==> config.mk <==
export PLATFORM = sky130hd
export DESIGN_NAME = data_buffer
export DESIGN_NICKNAME = d
export VERILOG_FILES = /design/src/rtl/data_buffer.sv
export SDC_FILE = /design/constraint.sdc
export NUM_CORES = 1
export LEC_CHECK = 0
export ABC_AREA = 1
export BUFFER_PORTS_ARGS = -buffer_cell sky130_fd_sc_hd__buf_2
export CAP_MARGIN = 10
export CORE_AREA = 2 2 39 41
export CTS_BUF_LIST = sky130_fd_sc_hd__clkbuf_16
export CTS_CLUSTER_DIAMETER = 200
export CTS_CLUSTER_SIZE = 10
export DETAILED_ROUTE_END_ITERATION = 8
export DIE_AREA = 0 0 41 43
export GPL_TIMING_DRIVEN = 1
export SLEW_MARGIN = 10
export SYNTH_ARGS = -nofsm -noshare
export SYNTH_HDL_FRONTEND = slang
export SYNTH_SLANG_ARGS = --single-unit
==> constraint.sdc <==
create_clock -name i_clk -period 2.4 [get_ports i_clk]
set_clock_uncertainty 0.1 [all_clocks]
set_input_delay 0.6 -clock i_clk [delete_from_list [all_inputs] [get_ports i_clk]]
set_output_delay 0.6 -clock i_clk [all_outputs]
set_load 0.02 [all_outputs]
==> src/rtl/data_buffer.sv <==
// First-word-fall-through buffer with valid/ready handshakes on both sides.
// It has configurable width and depth, an occupancy count, full/empty flags
// and a synchronous clear. Every output depends only on registered state.
module data_buffer #(
    parameter int unsigned Width = 1,
    parameter int unsigned Depth = 2,
    localparam int unsigned CntW = $clog2(Depth + 1)
) (
    input  logic             i_clk,
    input  logic             i_rst,
    input  logic             i_clear,
    input  logic             i_valid,
    output logic             o_ready,
    input  logic [Width-1:0] i_data,
    output logic             o_valid,
    input  logic             i_ready,
    output logic [Width-1:0] o_data,
    output logic [CntW-1:0]  o_count,
    output logic             o_full,
    output logic             o_empty
);

    localparam int unsigned PtrW = (Depth > 1) ? $clog2(Depth) : 1;

    logic [Width-1:0] mem_q [Depth];
    logic [Width-1:0] mem_d [Depth];
    logic [PtrW-1:0]  wr_ptr_q, wr_ptr_d;
    logic [PtrW-1:0]  rd_ptr_q, rd_ptr_d;
    logic [CntW-1:0]  count_q, count_d;
    logic             push_c;
    logic             pop_c;

    // Advance a pointer by one and wrap from Depth-1 back to zero.
    function automatic logic [PtrW-1:0] next_ptr(input logic [PtrW-1:0] ptr);
        if (ptr == PtrW'(Depth - 1)) begin
            return '0;
        end
        return PtrW'(ptr + 1'b1);
    endfunction

    // Status flags come from the registered count only, so ready never depends on i_ready.
    assign o_empty = (count_q == '0);
    assign o_full  = (count_q == CntW'(Depth));
    assign o_ready = ~o_full;
    assign o_valid = ~o_empty;
    assign o_count = count_q;
    assign o_data  = o_valid ? mem_q[rd_ptr_q] : '0;

    // Handshake qualification: a full buffer refuses writes even while it is being popped.
    assign push_c = i_valid & o_ready;
    assign pop_c  = o_valid & i_ready;

    // Next-state for the pointers, the count and the storage. Clear overrides push and pop.
    always_comb begin
        mem_d    = mem_q;
        wr_ptr_d = wr_ptr_q;
        rd_ptr_d = rd_ptr_q;
        count_d  = count_q;
        if (i_clear) begin
            wr_ptr_d = '0;
            rd_ptr_d = '0;
            count_d  = '0;
        end else begin
            if (push_c) begin
                mem_d[wr_ptr_q] = i_data;
                wr_ptr_d        = next_ptr(wr_ptr_q);
            end
            if (pop_c) begin
                rd_ptr_d = next_ptr(rd_ptr_q);
            end
            if (push_c && !pop_c) begin
                count_d = CntW'(count_q + 1'b1);
            end else if (pop_c && !push_c) begin
                count_d = CntW'(count_q - 1'b1);
            end
        end
    end

    // Control state register with synchronous reset. Reset takes priority over clear.
    always_ff @(posedge i_clk) begin
        if (i_rst) begin
            wr_ptr_q <= '0;
            rd_ptr_q <= '0;
            count_q  <= '0;
        end else begin
            wr_ptr_q <= wr_ptr_d;
            rd_ptr_q <= rd_ptr_d;
            count_q  <= count_d;
        end
    end

    // Storage array. It has no reset because empty entries are never presented on o_data.
    always_ff @(posedge i_clk) begin
        mem_q <= mem_d;
    end

endmodule

# Word level (Yosys, flattened, before mapping)
# Index checks and enable logic that the tools add are counted.
# Widths: inputs -> output; s select.
[op_classes]
add_sub_neg = 4
n_reduce_logical = 9
order_cmp = 3
n_mux = 19
n_bitwise = 7
eq_ne = 1
[op_table]
columns = ["op", "count"]
rows = [
  ["$mux 1", 15],
  ["$ge 2x2->1 const B", 2],
  ["$mux 2", 2],
  ["$not 1->2", 2],
  ["$logic_and 1x1->1", 3],
  ["$not 1->1", 3],
  ["$add 1x1->1 const B", 2],
  ["$add 2x1->2 const B", 1],
  ["$and 1x1->1", 2],
  ["$bwmux 2", 1],
  ["$eq 2x2->1 const B", 1],
  ["$logic_not 1->1", 2],
  ["$logic_not 2->1", 1],
  ["$lt 2x1->1 const B", 1],
  ["$reduce_and 2->1", 1],
  ["$reduce_bool 2->1", 1],
  ["$reduce_or 2->1", 1],
  ["$sub 2x1->2 const B", 1],
  ["$demux 1 s1", 1],
]
[totals]
regBits = 6

# Logic depth before layout (Yosys ltp)
# Gate-level depths: netlist (run 1).
[depth]
depth_word = 7
depth_mapped = 10
ltp_nobuf = 10

# Worst setup path before layout (run 1)
# OpenSTA, ideal clock, no wires.
[synth_timing]
path_kind = "reg2out"
from = "register count_q[1] (netlist: o_count[1])"
to = "output o_ready"
n_path_buf = 0
required_ns = 1.700
arrival_ns = 1.114
slack_ns = 0.586
stages_incl_launch_ff = 4
cell_sequence = "dfxtp_1 -> inv_1 -> nor2_1 -> inv_1"
[synth_via]
elab_chain_len = 2
[synth_lines]
columns = ["item", "line_no", "rtl"]
rows = [
  ["from (decl)", "29", "logic [CntW-1:0] count_q, count_d;"],
  ["from (signal assigned)", "88", "count_q <= count_d;"],
  ["$eq 2x2->1", "43", "assign o_full = (count_q == CntW'(Depth));"],
  ["via o_full", "19", "output logic o_full,"],
  ["$not 1->1", "44", "assign o_ready = ~o_full;"],
  ["to (decl)", "13", "output logic o_ready,"],
]
# The timed path passes the listed nets, and every way through them passes these cells.

# Final worst setup path (run 1)
[layout_timing]
from = "register count_q[0] (netlist: o_count[0])"
to = "output o_data"
[layout_via]
elab_chain_len = 2
[layout_lines]
columns = ["item", "line_no", "rtl"]
rows = [
  ["$logic_not 2->1", "42", "assign o_empty = (count_q == '0);"],
  ["$mux 1", "47", "assign o_data = o_valid ? mem_q[rd_ptr_q] : '0;"],
  ["to (decl)", "17", "output logic [Width-1:0] o_data,"],
]
# No other way between the ends.

==> key figures, run 1 <==
Clocking
  – Post-CTS Resized: 0
  – Num CTS Buffers: 3
  – Post-CTS Setup Repair Bufs: 0
  – Clock buffer depth: 2
  – CTS Root Cell: clkbuf_16
  – Clock transition at path regs: 0.03 ns
  – Clock Sink Count: 6
  – Hold-fix buffers, CTS: 0
  – Htree depth: 1
  – CTS tree: built
  – Worst-Skew Late Latency: 0.23 ns

Cells and area
  – # diodes: 0
  – Most frequent cells in the layout: 12 x buf_2, 8 x inv_1, 6 x nor2_1, 6 x nand2_1, 4 x dfxtp_1
  – Leading cell type in the layout, fill and taps excluded: buf_2
  – P&R area growth vs syn: 50.40%
  – Final nets: 66
  – Share of cells above drive strength 1: 0.3793

Worst setup path
  – Worst Path Buf+Inv: 1
  – Arr. time, crit path: between 1 and 1.5 ns
  – Critical path, cell by cell: nor2_2 -> a21oi_1 -> buf_2
  – Critical Path Source Type: flip-flop
  – Crit Path Class: flip-flop to primary output
  – CP max stage delay: ~0.47 ns
  – Crit path max-delay family: flip-flops
  – Req. time, crit path: roughly 1.7 ns
  – Top fanout value on the critical path: 7
  – Endpoint class of the critical path: primary output
  – Crit-path slowest cell: dfxtp_1

Global routing
  – GR Util met2: 0.1344
  – Tot GR Track Use: 0.09677
  – GRT Max-Usage Layer: met2
  – Global-route wire length before repair: 1069 um
  – GR Layer Usage met3: 0.04712
  – GRT Residual Overflow: 0
  – Largest net degree at the start of global routing: 8
  – Initial antenna violation count: 0
  – Vias in the first global route: 283
  – Met1 Use GR: 0.1042

Drt
  – Pre-antenna DRT Iters: 2
  – DRC Markers: 0
  – Routed via count divided by cell count: 4.068
  – Via Count: 301
  – Final ANT Viol Nets: 0
  – Total wire length: between 700 and 800 um
  – Routed WL per cell: about 9.5 um
  – DR iter-0 viols: 5

Floorplan
  – # IOs: 13
  – Die Ht: around 43 um
  – Row cnt: 14
  – Starting Density: 0.2278
  – Die Wd: slightly above 40 um
  – Die area: approximately 1800 um2
  – Core Area: ~1400 um2

Yosys
  – Post-synth cell types: 16
  – Syn nets: 49
  – Yosys reg bits: 6
  – Synth area leaders: dfxtp_1 25%, edfxtp_1 19%, inv_1 8.3%
  – Top cell type's share of synthesized area: 0.2540
  – Ys Warns: 0
  – Syn Area/Cell: 7.507 um2
  – Yosys top cell by area: dfxtp_1
  – Syn Inst Count: 42
  – Post-Synthesis Cell Area: ~320 um2
  – Sequential area share after synthesis: 0.4444

Power and ir drop
  – PD cells: 977.0 nW/um2
  – Overall power: 0.4633 mW
  – Worst vdd ir: 438.9 uV
  – Pleak: 0.2305 nW

STA
  – Final WS setup: around 0.61 ns
  – RSZ-0062 raised after global routing: false
  – Final setup viols: 0
  – Final period utilization: 0.7456
  – Max Freq: ~560 MHz
  – Final count of hold timing violations: 0
  – Slew Limit Fails: 0
  – Setup TNS: 0 ns
  – Hold_ws: ~0.41 ns
  – Final worst path period need: between 1.5 and 2 ns
  – Worst slew margin: 0.8076
  – Worst-Margin Slew: slightly below 0.3 ns

Run
  – Max cap viols: 0

Placement
  – DP Worst Slack: a little over 0.7 ns
  – Final HPWL DP: ~500 um
  – Port bufs: 12
  – Placer Congestion: roughly 0.73

Worst hold path
  – Worst hold path type: flip-flop to flip-flop

Status
  – Status: finished, final reports clean
kinds of logic (layout without fill, tap and decap cells):
| logic type | count (synthesis) | in the layout | share of synthesized area |
|---|---|---|---|
| adders and majority gates | 1 | 1 | 0.03968 |
| AOI/OAI and AO/OA | 5 | 5 | 0.1032 |
| and+or+nand+nor | 19 | 19 | 0.2659 |
| buffers and inverters | 10 | 26 | 0.1191 |
| DFF | 6 | 6 | 0.4445 |
| xor gates and xnor gates | 1 | 1 | 0.02778 |
worst register-to-register path: cells and delay by family, from the launching register on:
kind	cells	cell delay (ns)
flops	1	0.38
fa+ha+maj	1	0.32
buf+inv	3	0.25
simple gates	3	0.21
compound gates	1	0.20
synth_stat cells:
library cell	instances
nand4_1	1
xor2_1	1
edfxtp_1	2
a21oi_1	2
o21ai_0	1
ha_1	1
inv_2	3
nand2_2	1
nor2_1	6
nand2_1	6
nand3_1	1
nor3_1	3
inv_1	7
o21ai_2	2
nor2_2	1
dfxtp_1	4
worst paths after layout:
kind / slack, ns / cells after the start / startpoint / end
max: 0.61 / 3 / o_count[0]$_SDFFE_PP0P_ / o_data
min: 0.41 / 2 / wr_ptr_q$_SDFFE_PP0P_ / wr_ptr_q$_SDFFE_PP0P_
max reg2reg: 0.83 / 8 / o_count[1]$_SDFFE_PP0P_ / o_count[1]$_SDFFE_PP0P_
min reg2reg: 0.41 / 2 / wr_ptr_q$_SDFFE_PP0P_ / wr_ptr_q$_SDFFE_PP0P_
layout make-up:
| type | instances | area [um2] |
|---|---|---|
| Clock buffer | 3 | 75.07 |
| Timing Repair Buffer | 12 | 60.06 |
| Tap cell | 16 | 20.02 |
| Sequential cell | 6 | 140.1 |
| Multi-Input combinational cell | 26 | 137.6 |
| Fill cell | 155 | 909.6 |
| Clock inverter | 1 | 3.754 |
| Inverter | 10 | 37.54 |
per-stage QoR:
step,utilization,std cells,instance area [um2]
floorplan,-,42,315.3
global placement,0.2857,70,395.4
detailed placement,0.2857,70,395.4
CTS,0.3427,74,474.2
global route,0.3427,74,474.2
finish,0.3427,74,474.2
routing by layer:
metal / up-vias / routed length [um]
li1: 164 / -
met1: 125 / 264
met2: 8 / 367
met3: 4 / 52
met4: 0 / 19
met5: - / 0
registers in the layout (all words and copies together), names as in the netlist:
signal / flops
o_count: 2
mem_q: 2
rd_ptr_q: 1
wr_ptr_q: 1
power breakdown:
group	leakage [nW]	switching (mW)	internal, mW	total [mW]
clock network	0.0423	0.0598	0.216	0.276
registers	0.0510	0.00611	0.111	0.117
logic	0.137	0.0449	0.0250	0.0699
(Power assumes the default switching activity.)
==> run 2: changes to the inputs <==
==> constraint.sdc (replaced) <==
create_clock -name i_clk -period 1.75 [get_ports i_clk]
set_clock_uncertainty 0.1 [all_clocks]
set_input_delay 0.4375 -clock i_clk [delete_from_list [all_inputs] [get_ports i_clk]]
set_output_delay 0.4375 -clock i_clk [all_outputs]
set_load 0.02 [all_outputs]
==> run 2 against run 1 <==
Effect of this change:
- utilization is the same
- clock power grew 36%
- setup slack lost 0.50 ns
- worst hold slack lost 0.12 ns
- flip-flop and latch count is the same
- critical path type unchanged
==> key figures, run 2 (synthesis results as in run 1) <==
Status
  – Status: finished, final reports clean

Worst setup path
  – Endpoint class of the critical path: primary output
  – Critical path, cell by cell: nor2_2 -> a21oi_1 -> buf_2
  – Crit path launch: o_count[0]$_SDFFE_PP0P_
  – Top fanout value on the critical path: 7 (unchanged)
  – Critical Path Source Type: flip-flop
  – Req. time, crit path: 1.21 ns (-0.49 ns)
  – RR Endpoint: o_count[1]$_SDFFE_PP0P_
  – Worst r2r src: o_count[1]$_SDFFE_PP0P_
  – Crit Path Class: flip-flop to primary output
  – Arr. time, crit path: 1.10 ns (about the same)
  – CP max stage delay: 0.47 ns (about the same)
  – R2r worst-path depth: 9 (+1)
  – R2r setup slk: 0.21 ns (-0.62 ns)
  – Worst Path Buf+Inv: 1 (unchanged)
  – Crit path max-delay family: flip-flops
  – Crit-path slowest cell: dfxtp_1

STA
  – Worst-Margin Slew: 0.2775 ns (-0.01079 ns)
  – Max Freq: around 610 MHz
  – Slew Limit Fails: 0 (unchanged)
  – Final setup viols: 0 (unchanged)
  – Worst slew margin: 0.8148 (+0.007202)
  – Setup TNS: 0 ns (unchanged)
  – RSZ-0062 raised after global routing: false
  – Final period utilization: 0.9372
  – Final count of hold timing violations: 0 (unchanged)
  – Final worst path period need: 1.640 ns

Clocking
  – Hold-fix buffers, CTS: 0 (unchanged)
  – CTS Root Cell: clkbuf_16
  – Post-CTS Setup Repair Bufs: 0 (unchanged)
  – Clock buffer depth: 2 (unchanged)
  – Clock transition at path regs: 0.03 ns (about the same)
  – Num CTS Buffers: 3 (unchanged)
  – Htree depth: 1 (unchanged)
  – Post-CTS Resized: 0 (unchanged)
  – CTS tree: built
  – Worst-Skew Late Latency: 0.23 ns (about the same)
  – Clock Sink Count: 6 (unchanged)

Cells and area
  – Most frequent cells in the layout: 12 x buf_2, 8 x inv_1, 6 x nor2_1, 6 x nand2_1, 4 x dfxtp_1
  – P&R area growth vs syn: 50.40% (unchanged)
  – Post-Layout Cell Count: 74 (unchanged)
  – # diodes: 0 (unchanged)
  – Leading cell type in the layout, fill and taps excluded: buf_2
  – Final nets: 66 (unchanged)
  – Share of cells above drive strength 1: 0.3793 (unchanged)

Floorplan
  – Die Ht: 43 um (unchanged)
  – Die area: 1763 um2 (unchanged)
  – Core Area: 1384 um2 (unchanged)
  – Row cnt: 14 (unchanged)
  – # IOs: 13 (unchanged)
  – Die Wd: 41 um (unchanged)
  – Starting Density: 0.2278 (unchanged)

Global routing
  – GRT Residual Overflow: 0 (unchanged)
  – Largest net degree at the start of global routing: 8 (unchanged)
  – Initial antenna violation count: 0 (unchanged)
  – Vias in the first global route: 252 (-11%)
  – Tot GR Track Use: 0.08359 (-0.01319)
  – Global-route wire length before repair: 903 um (-16%)

Drt
  – Total wire length: 626 um (-11%)
  – DRC Markers: 0 (unchanged)
  – Pre-antenna DRT Iters: 4 (+2)
  – Final ANT Viol Nets: 0 (unchanged)
  – DR iter-0 viols: 3 (-2)
  – Routed WL per cell: 8.459 um (-11%)
  – Via Count: 302 (+0.33%)
  – Routed via count divided by cell count: 4.081 (+0.33%)

Worst hold path
  – Hold path depth: 2 (unchanged)
  – Hold endpoint: o_count[0]$_SDFFE_PP0P_
  – Worst hold path type: primary input to flip-flop
  – Hold path startpoint: i_rst

Power and ir drop
  – PD cells: 1333 nW/um2 (+36%)
  – Worst vdd ir: 593.9 uV (+35%)
  – Overall power: 0.6320 mW (+36%)
  – Pleak: 0.2305 nW (unchanged)

Run
  – Max cap viols: 0 (unchanged)

Placement
  – Dpl cells: 70 (unchanged)
  – Port bufs: 12 (unchanged)
  – Final HPWL DP: 512.2 um (+2.5%)
  – Placer Congestion: 0.6921 (-4.7%)
run 2: cell counts in the layout (fill, tap and decap cells not counted):
Identical to the previous run, type by type.
run 2: worst max path at each step:
| stage | to | depth (start not counted) | slack [ns] |
|---|---|---|---|
| 4_1_cts | o_data | 3 | 0.09 |
| 6_report | o_data | 3 | 0.11 |
| 5_1_grt | o_data | 3 | 0.06 |
| 3_5_place_dp | o_count[1]$_SDFFE_PP0P_ | 9 | 0.20 |
| 3_3_place_gp | o_count[1]$_SDFFE_PP0P_ | 9 | 0.22 |
| 2_1_floorplan | o_count[1]$_SDFFE_PP0P_ | 8 | 0.06 |
run 2: report_power, final:
group	internal (mW)	leakage, nW	switching [mW]
clock	0.296	0.0423	0.0795
combinational	0.0341	0.137	0.0615
sequential	0.152	0.0510	0.00798
run 2: area by class of cell:
class                           count  area (um2)
Fill cell                         147       909.6
Sequential cell                     6       140.1
Multi-Input combinational cell     26       137.6
Clock buffer                        3       75.07
Timing Repair Buffer               12       60.06
Inverter                           10       37.54
Tap cell                           16       20.02
Clock inverter                      1       3.754
run 2: worst reg2reg max path, stage by stage, from the launching register on:
cell and delay [ns]:
dfxtp_1 0.37, inv_1 0.09, o21ai_2 0.21, inv_2 0.06
ha_1 0.32, inv_1 0.08, nand3_1 0.07, nand2_1 0.06
inv_1 0.03, nor2_1 0.08
run 2: metal layers:
layer	up-vias	part of all wire	global-route usage
met5	-	0	0
met4	0	0	0.1000
met3	0	0.062	0.03141
met2	6	0.50	0.1188
met1	129	0.43	0.07792
li1	167	-	-
run 2: stage by stage:
stage / instance area [um2] / util / hold WS [ns] / worst slack (ns)
finish: 474.2 / 0.3427 / 0.2849 / 0.1099
global route: 474.2 / 0.3427 / 0.2846 / 0.06463
CTS: 474.2 / 0.3427 / 0.2790 / 0.08996
detailed placement: 395.4 / 0.2857 / 0.4058 / 0.2047
global placement: 395.4 / 0.2857 / 0.3990 / 0.2239
floorplan: 315.3 / - / 0.3733 / 0.06389
==> run 3: changes to the inputs <==
--- a/config.mk
+++ b/config.mk
@@ -8,6 +8,8 @@
 export ABC_AREA = 1
 export BUFFER_PORTS_ARGS = -buffer_cell sky130_fd_sc_hd__buf_2
 export CAP_MARGIN = 10
+export CELL_PAD_IN_SITES_DETAIL_PLACEMENT = 0
+export CELL_PAD_IN_SITES_GLOBAL_PLACEMENT = 1
 export CORE_AREA = 2 2 39 41
 export CTS_BUF_LIST = sky130_fd_sc_hd__clkbuf_16
 export CTS_CLUSTER_DIAMETER = 200
@@ -15,6 +17,8 @@
 export DETAILED_ROUTE_END_ITERATION = 8
 export DIE_AREA = 0 0 41 43
 export GPL_TIMING_DRIVEN = 1
+export MAX_ROUTING_LAYER = met4
+export PLACE_DENSITY = 0.65
 export SLEW_MARGIN = 10
 export SYNTH_ARGS = -nofsm -noshare
 export SYNTH_HDL_FRONTEND = slang
==> run 3 against run 2 <==
Effect of this change:
- register-to-register slack worse by 0.02 ns
- clock power about the same
- global-route usage up 1.6 points
- maximum frequency up 1.3%
==> key figures, run 3 (synthesis results as in run 1) <==
Status
  – Status: finished, final reports clean

Cells and area
  – Leading cell type in the layout, fill and taps excluded: buf_2
  – # diodes: 0 (unchanged)
  – Fillers: 158 (+7.5%)
  – Multi-input logic area: 137.6 um2 (unchanged)
  – Final instance area: 474.2 um2 (unchanged)
  – Sequential cell area: 140.1 um2 (unchanged)
  – Final nets: 66 (unchanged)
  – Most frequent cells in the layout: 12 x buf_2, 8 x inv_1, 6 x nor2_1, 6 x nand2_1, 4 x dfxtp_1
  – Share of cells above drive strength 1: 0.3793 (unchanged)
  – P&R area growth vs syn: 50.40% (unchanged)
  – Post-layout util: 0.3427 (unchanged)

Clocking
  – Clock transition at path regs: 0.04 ns (about the same)
  – Post-CTS Setup Repair Bufs: 0 (unchanged)
  – Htree depth: 1 (unchanged)
  – Hold-fix buffers, CTS: 0 (unchanged)
  – CTS Root Cell: clkbuf_16
  – Clock Sink Count: 6 (unchanged)
  – Worst-Skew Late Latency: 0.23 ns (about the same)
  – Post-CTS Resized: 0 (unchanged)
  – Clock buffer depth: 2 (unchanged)
  – CTS tree: built
  – Num CTS Buffers: 3 (unchanged)

Worst setup path
  – Crit Path Class: flip-flop to primary output
  – Top fanout value on the critical path: 7 (unchanged)
  – Endpoint class of the critical path: primary output
  – R2r setup slk: 0.19 ns (-0.02 ns)
  – Arr. time, crit path: 1.08 ns (-0.02 ns)
  – Worst r2r src: o_count[1]$_SDFFE_PP0P_
  – R2r worst-path depth: 6 (-3)
  – RR Endpoint: o_count[0]$_SDFFE_PP0P_
  – Critical Path Source Type: flip-flop
  – Req. time, crit path: 1.21 ns (about the same)

Placement
  – Final HPWL DP: 482.5 um (-5.8%)
  – Placer Congestion: 0.6612 (-4.5%)
  – Area after DPL: 395.4 um2 (unchanged)
  – Port bufs: 12 (unchanged)

STA
  – Final setup viols: 0 (unchanged)
  – Final period utilization: 0.9247 (-0.01248)
  – Final count of hold timing violations: 0 (unchanged)
  – Setup TNS: 0 ns (unchanged)
  – Worst-Margin Slew: 0.2967 ns (+0.01920 ns)
  – Hold_ws: 0.2911 ns (+0.006244 ns)
  – RSZ-0062 raised after global routing: false
  – Slew Limit Fails: 0 (unchanged)
  – Max Freq: 617.9 MHz (+1.3%)
  – Final worst path period need: 1.618 ns (-0.02184 ns)
  – Worst slew margin: 0.8019 (-0.01282)

Drt
  – DRC Markers: 0 (unchanged)
  – Routed via count divided by cell count: 4.041 (-0.99%)
  – DR iter-0 viols: 3 (unchanged)
  – Final ANT Viol Nets: 0 (unchanged)
  – Routed WL per cell: 8.459 um (unchanged)
  – Total wire length: 626 um (unchanged)
  – Pre-antenna DRT Iters: 2 (-2)
  – Via Count: 299 (-0.99%)

Worst hold path
  – Hold path startpoint: i_rst
  – Hold path depth: 2 (unchanged)
  – Hold endpoint: o_count[0]$_SDFFE_PP0P_
  – Worst hold path type: primary input to flip-flop

Global routing
  – Initial antenna violation count: 0 (unchanged)
  – Global-route wire length before repair: 1021 um (+13%)
  – Vias in the first global route: 263 (+4.4%)
  – Largest net degree at the start of global routing: 8 (unchanged)
  – GRT Residual Overflow: 0 (unchanged)
  – Tot GR Track Use: 0.09917 (+0.01559)

Power and ir drop
  – Net Sw Frac: 0.2328 (-0.002933)
  – P_int: 0.4830 mW (about the same)
  – Flop pwr share: 0.256 (+0.002)
  – Clock share of power: 0.594 (about the same)
  – Comb pwr share: 0.150 (about the same)
  – Pleak: 0.2305 nW (unchanged)
  – Switching pwr: 0.1466 mW (-1.6%)
  – Worst vdd ir: 408.6 uV (-31%)
  – PD cells: 1328 nW/um2 (-0.38%)

Floorplan
  – Row cnt: 14 (unchanged)
  – Die Wd: 41 um (unchanged)
  – Die area: 1763 um2 (unchanged)
  – Die Ht: 43 um (unchanged)
  – Core Area: 1384 um2 (unchanged)
  – Starting Density: 0.2278 (unchanged)
  – # IOs: 13 (unchanged)

Run
  – Max cap viols: 0 (unchanged)
run 3: cell counts in the layout (fill, tap and decap cells not counted):
Identical to the previous run, type by type.
run 3: worst max-delay path by stage:
stage / cells past startpoint / slack, ns / endpoint / startpoint
after floorplan: 8 / 0.06 / o_count[1]$_SDFFE_PP0P_ / o_count[0]$_SDFFE_PP0P_
after global placement: 9 / 0.21 / o_count[1]$_SDFFE_PP0P_ / o_count[1]$_SDFFE_PP0P_
after detailed placement: 6 / 0.20 / o_count[0]$_SDFFE_PP0P_ / o_count[1]$_SDFFE_PP0P_
after CTS: 3 / 0.12 / o_data / o_count[0]$_SDFFE_PP0P_
after global routing: 9 / 0.03 / o_count[1]$_SDFFE_PP0P_ / o_count[1]$_SDFFE_PP0P_
final: 3 / 0.13 / o_data / o_count[0]$_SDFFE_PP0P_
run 3: final cells by class:
class	instances	area share
sequential	6	0.2955
timing repair buffer	12	0.1266
tap	16	0.04222
clock inverter	1	0.007916
multi-input combinational	26	0.2902
clock buffer	3	0.1583
inverter	10	0.07916
run 3: worst max-delay path, cell delays in order (launching register included):
cell and delay [ns]:
dfxtp_1 0.48, nor2_2 0.08, a21oi_1 0.12, buf_2 0.17
run 3: metal layers:
metal	track usage	share of wire
met1	0.1010	0.42
met2	0.1188	0.50
met3	0.04712	0.051
met4	0.1200	0.030
met5	-	0
run 3: per-stage QoR:
| stage | std cells | power (mW) | setup slack [ns] |
|---|---|---|---|
| 6_report | 74 | 0.6296 | 0.1317 |
| 5_1_grt | 74 | 0.6596 | 0.03285 |
| 4_1_cts | 74 | 0.6369 | 0.1224 |
| 3_5_place_dp | 70 | 0.2577 | 0.2019 |
| 3_3_place_gp | 70 | 0.2581 | 0.2094 |
| 2_1_floorplan | 42 | 0.2283 | 0.06389 |
run 3: power by group through the flow:
| stage | Combinational [mW] | Sequential (mW) | Clock (mW) |
|---|---|---|---|
| after floorplan | 0.0621 | 0.166 | 0 |
| after global placement | 0.0951 | 0.163 | 0 |
| after detailed placement | 0.0947 | 0.163 | 0 |
| after CTS | 0.0955 | 0.161 | 0.380 |
| after global routing | 0.108 | 0.162 | 0.390 |
| final | 0.0944 | 0.161 | 0.374 |
